===== config.mk =====
export PLATFORM = sky130hd
export DESIGN_NAME = fetch_queue
export DESIGN_NICKNAME = d
export VERILOG_FILES = /design/src/rtl/fetch_pkg.sv /design/src/rtl/fq_storage.sv /design/src/rtl/fetch_queue.sv
export SDC_FILE = /design/constraint.sdc
export NUM_CORES = 1
export LEC_CHECK = 0
export ABC_AREA = 1
export CAP_MARGIN = 20
export CORE_ASPECT_RATIO = 0.75
export CORE_MARGIN = 10
export CORE_UTILIZATION = 30
export CTS_BUF_LIST = sky130_fd_sc_hd__clkbuf_2
export CTS_CLUSTER_DIAMETER = 40
export DETAILED_ROUTE_END_ITERATION = 8
export PLACE_DENSITY = 0.56
export SYNTH_ARGS = -nofsm -noshare
export SYNTH_HDL_FRONTEND = slang
export SYNTH_HIERARCHICAL = 1
export SYNTH_SLANG_ARGS = --single-unit

===== constraint.sdc =====
create_clock -name clk -period 10.66 [get_ports clk]
set_input_delay 1.599 -clock clk [delete_from_list [all_inputs] [get_ports clk]]
set_output_delay 1.599 -clock clk [all_outputs]
set_load 0.02 [all_outputs]

===== src/rtl/fetch_pkg.sv =====
// rtl/fetch_pkg.sv - shared fetch-queue constants and entry type
package fetch_pkg;

  localparam int          ENTRY_W   = 32;
  localparam logic [31:0] NOP_INSTR = 32'h00000013;

  // Field order matches the {instr, pc} packing used by the queue storage.
  typedef struct packed {
    logic [ENTRY_W-1:0] instr;
    logic [ENTRY_W-1:0] pc;
  } fetch_entry_t;

endpackage


===== src/rtl/fq_storage.sv =====
// rtl/fq_storage.sv - fetch queue entry array, one write port, async read port
module fq_storage #(
  parameter int DATA_W = 64,
  parameter int DEPTH  = 4,
  parameter int AW     = $clog2(DEPTH)
) (
  input  logic              clk,
  input  logic              we,
  input  logic [AW-1:0]     waddr,
  input  logic [DATA_W-1:0] wdata,
  input  logic [AW-1:0]     raddr,
  output logic [DATA_W-1:0] rdata
);

  // Contents are never reset; validity is tracked by the queue's count.
  logic [DATA_W-1:0] mem [DEPTH];

  always_ff @(posedge clk) begin
    if (we) begin
      mem[waddr] <= wdata;
    end
  end

  assign rdata = mem[raddr];

endmodule


===== src/rtl/fetch_queue.sv =====
// rtl/fetch_queue.sv - instruction fetch queue between ROM fetch and decode
module fetch_queue
  import fetch_pkg::*;
#(
  parameter int WIDTH = 32,
  parameter int DEPTH = 4
) (
  input  logic                     clk,
  input  logic                     rst,
  input  logic                     in_valid,
  input  logic [WIDTH-1:0]         in_instr,
  input  logic [WIDTH-1:0]         in_pc,
  output logic                     in_ready,
  input  logic                     flush,
  output logic                     out_valid,
  output logic [WIDTH-1:0]         out_instr,
  output logic [WIDTH-1:0]         out_pc,
  input  logic                     out_ready,
  output logic [$clog2(DEPTH):0]   count
);

  localparam int               AW       = $clog2(DEPTH);
  localparam logic [AW:0]      FULL_CNT = (AW+1)'(DEPTH);
  localparam logic [WIDTH-1:0] NOP_W    = WIDTH'(NOP_INSTR);

  logic [AW-1:0]      wr_ptr;
  logic [AW-1:0]      rd_ptr;
  logic               push;
  logic               pop;
  logic [2*WIDTH-1:0] head;

  assign in_ready  = (count < FULL_CNT);
  assign out_valid = (count != '0);

  // A full queue refuses pushes even when decode pops in the same cycle.
  assign push = in_valid && in_ready && !flush;
  assign pop  = out_valid && out_ready && !flush;

  always_ff @(posedge clk or posedge rst) begin
    if (rst) begin
      wr_ptr <= '0;
      rd_ptr <= '0;
      count  <= '0;
    end else if (flush) begin
      wr_ptr <= '0;
      rd_ptr <= '0;
      count  <= '0;
    end else begin
      if (push) begin
        wr_ptr <= wr_ptr + 1'b1;
      end
      if (pop) begin
        rd_ptr <= rd_ptr + 1'b1;
      end
      case ({push, pop})
        2'b10:   count <= count + 1'b1;
        2'b01:   count <= count - 1'b1;
        default: count <= count;
      endcase
    end
  end

  fq_storage #(
    .DATA_W (2*WIDTH),
    .DEPTH  (DEPTH)
  ) u_storage (
    .clk   (clk),
    .we    (push),
    .waddr (wr_ptr),
    .wdata ({in_instr, in_pc}),
    .raddr (rd_ptr),
    .rdata (head)
  );

  assign out_instr = out_valid ? head[2*WIDTH-1:WIDTH] : NOP_W;
  assign out_pc    = out_valid ? head[WIDTH-1:0]       : '0;

endmodule


==> flow_summary.toml <==
[status]
status = "finished, final reports clean"

[critical_path]
cp-end-kind = "output port"
critPathLaunchType = "flip-flop"
crit_type = "reg -> out"
cp.required_ps = 9060
cp_cell_sequence = "inv_4 > buf_4 > nand2_1 > nand3_1 > nand2_1 > or2_2 > clkdlybuf4s50_1"
worstPathArrival_ps = 4040
crit_slowest_cell = "dfrtp_4"
worst-path-max-fanout = 65
crit_top_cell = "nand2_1"
crit_path_max_incr_delay_ps = 750

[finish]
nets = 1441
areaGrowthSynthToFinish_pct = 20.8
layout-drive-gt1-share_pct = 10.2
fin_cells = 1928

[synthesis]
synth-edff-count = 256
synth-simple-area-share_pct = 19.4
seq_area_frac_synth_pct = 67.2
synth_mux_area_share_pct = 0
syn_avg_cell_area_um2 = 9.78
synth_area_leader_cell = "edfxtp_1"
synth-compound-area-share_pct = 0.235
synth.distinct_cells = 23
netlist.area_leader.share_pct = 65.7
yosysMostFrequentCell = "nand2_1"
ys_async_sr_fraction_pct = 2.66
netlist_instances = 1196
synth_ff_type = "edfxtp_1"
ys_ff_latch = 263
syn_area_um2 = 11700
synth_xor_area_share_pct = 0.150
yosys_warnings = 6
yosys-top-cells-area = "edfxtp_1 (66%), nand2_1 (11%), inv_1 (10%)"
synthesis.nets = 1266
synth_top_family_by_area = "simple AND/OR/NAND/NOR gates"
synth_common_cells = "nand2_1 (334), inv_1 (326), edfxtp_1 (256)"
yosys.area_share.adder_pct = 0.171

[timing]
worst_pin_slew_ps = 1050
relSlewSlack_pct = 30.2
hold_viol = 0
setup_viol = 0
rsz0062_at_grt = "no"
clock_skew_ps = 57.7
finalCritPeriodShare_pct = 52.9
fin_setup_tns_ps = 0
period_needed_ps = 5640
fmax_mhz = 177
final_max_slew_viol_count = 0

[die]
start_util_pct = 30.5
num_io_pins = 138
rows = 62
fp.dieH_um = 191
die_area_um2 = 47400
core_area_um2 = 38400
die_x_um = 248

[clock_tree]
h-tree-depth = 3
cts_tree = "built"
cts_hold_buf = 0
clk_latency_ps = 820
clock-sinks = 263
cts_setup_buffers = 0
clk_pin_slew_worst_paths_ps = 80
clock_tree.root_cell = "clkbuf_2"
cts_buffers = 72
cts_resized = 0
cts_buffer_depth = 3

[pwr]
p_per_area_nw_per_um2 = 222
vdd_drop_max_mv = 0.120
p_leak_nw = 6.51

[routing]
routed_wl_um = 28100
firstDrtPassIters = 5
drt_iter0_drc = 475
post_drt_via_cell_ratio = 4.14
routedWlPerCell_um = 14.6
vias = 7979
drcViolationCount = 0
ant_nets = 0

[grt]
grt.total_usage_pct = 12.0
overflow = 0
grt_max_degree = 73
antenna_found_initial = 0
grt_pass1_vias = 8017
grt_pass1_wl_um = 43900

[place]
io_buffers = 137
dp_cells = 1809
routabilityCongestion = 0.666
hpwl_um = 16100

[job]
drv_cap = 0

[hold_path]
hp-class = "reg -> reg"
==> cells in the final DEF (no fill, tap or decap), drive strengths merged <==
cell,count
o21ai,1
clkdlybuf4s50,137
xnor2,1
nand3,132
dfrtp,7
nor3,4
nand2,339
buf,11
a21oi,3
diode,2
inv,336
clkinv,10
edfxtp,256
or2,4
xor2,1
clkbuf,101
fa,1
nor2,70
==> worst max-delay path: cells and delay by family (launching register included) <==
kind / cells / cell delay [ps]
simple gates: 4 / 570
buf+inv: 3 / 1860
flops: 1 / 750
==> stage by stage <==
| step | power, mW | hold WS (ps) | worst slack (ps) | utilization, % | area [um2] |
|---|---|---|---|---|---|
| finish | 3.14 | 599 | 5020 | 36.8 | 14100 |
| global route | 3.39 | 653 | 4600 | 36.8 | 14100 |
| CTS | 3.22 | 609 | 4800 | 36.8 | 14100 |
| detailed placement | 2.54 | 587 | 5780 | 35.3 | 13600 |
| global placement | 2.53 | 599 | 5780 | 35.3 | 13600 |
| floorplan | 2.01 | 541 | 3920 | - | 11700 |
==> report_power, final <==
| group | internal, mW | switching (mW) | leakage [nW] |
|---|---|---|---|
| Clock | 0.253 | 0.403 | 0.468 |
| Sequential | 1.21 | 0.0476 | 2.41 |
| Combinational | 0.468 | 0.757 | 3.63 |
| Total | 1.93 | 1.21 | 6.51 |
==> routing by layer <==
| layer | part of all wire [%] | global-route usage [%] | vias up |
|---|---|---|---|
| met5 | 0 | 0 | - |
| met4 | 1.7 | 4.12 | 0 |
| met3 | 6.6 | 3.74 | 47 |
| met2 | 45 | 18.4 | 203 |
| met1 | 47 | 15.7 | 3708 |
| li1 | - | - | 4021 |
==> layout make-up <==
cell class	instances	area [um2]
Clock buffer	101	505
Multi-Input combinational cell	556	2350
Inverter	330	1240
Sequential cell	263	7870
Fill cell	3902	24300
Tap cell	512	641
Timing Repair Buffer	148	1450
Clock inverter	16	67.6
Antenna cell	2	5.00
==> sequential cells by signal (all words and copies together) (netlist names) <==
name / count
wr_ptr: 2
count: 3
u_storage/mem: 256
rd_ptr: 2
==> path summary, 6_finish.rpt <==
check	start	endpoint	slack [ps]	cells after the start
worst max-delay path	rd_ptr[0]$_DFFE_PP0P_	out_instr[0]	5020	7
worst min-delay path	count[1]$_DFFE_PP0P_	count[1]$_DFFE_PP0P_	600	2
worst max register to register	count[2]$_DFFE_PP0P_	u_storage/mem[1][45]$_DFFE_PP_	8110	7
worst min register to register	count[1]$_DFFE_PP0P_	count[1]$_DFFE_PP0P_	600	2
max in group asynchronous	rst	rd_ptr[0]$_DFFE_PP0P_	9300	2
min in group asynchronous	rst	count[2]$_DFFE_PP0P_	1060	2
==> logic make-up (layout without fill, tap and decap cells) <==
kind of cell	after synthesis	after routing
and+or+nand+nor	549	549
buffers and inverters	377	595
DFF	263	263
AOI/OAI and AO/OA	4	4
xor gates and xnor gates	2	2
adders and majority gates	1	1
other	0	2
(Power assumes the default switching activity.)
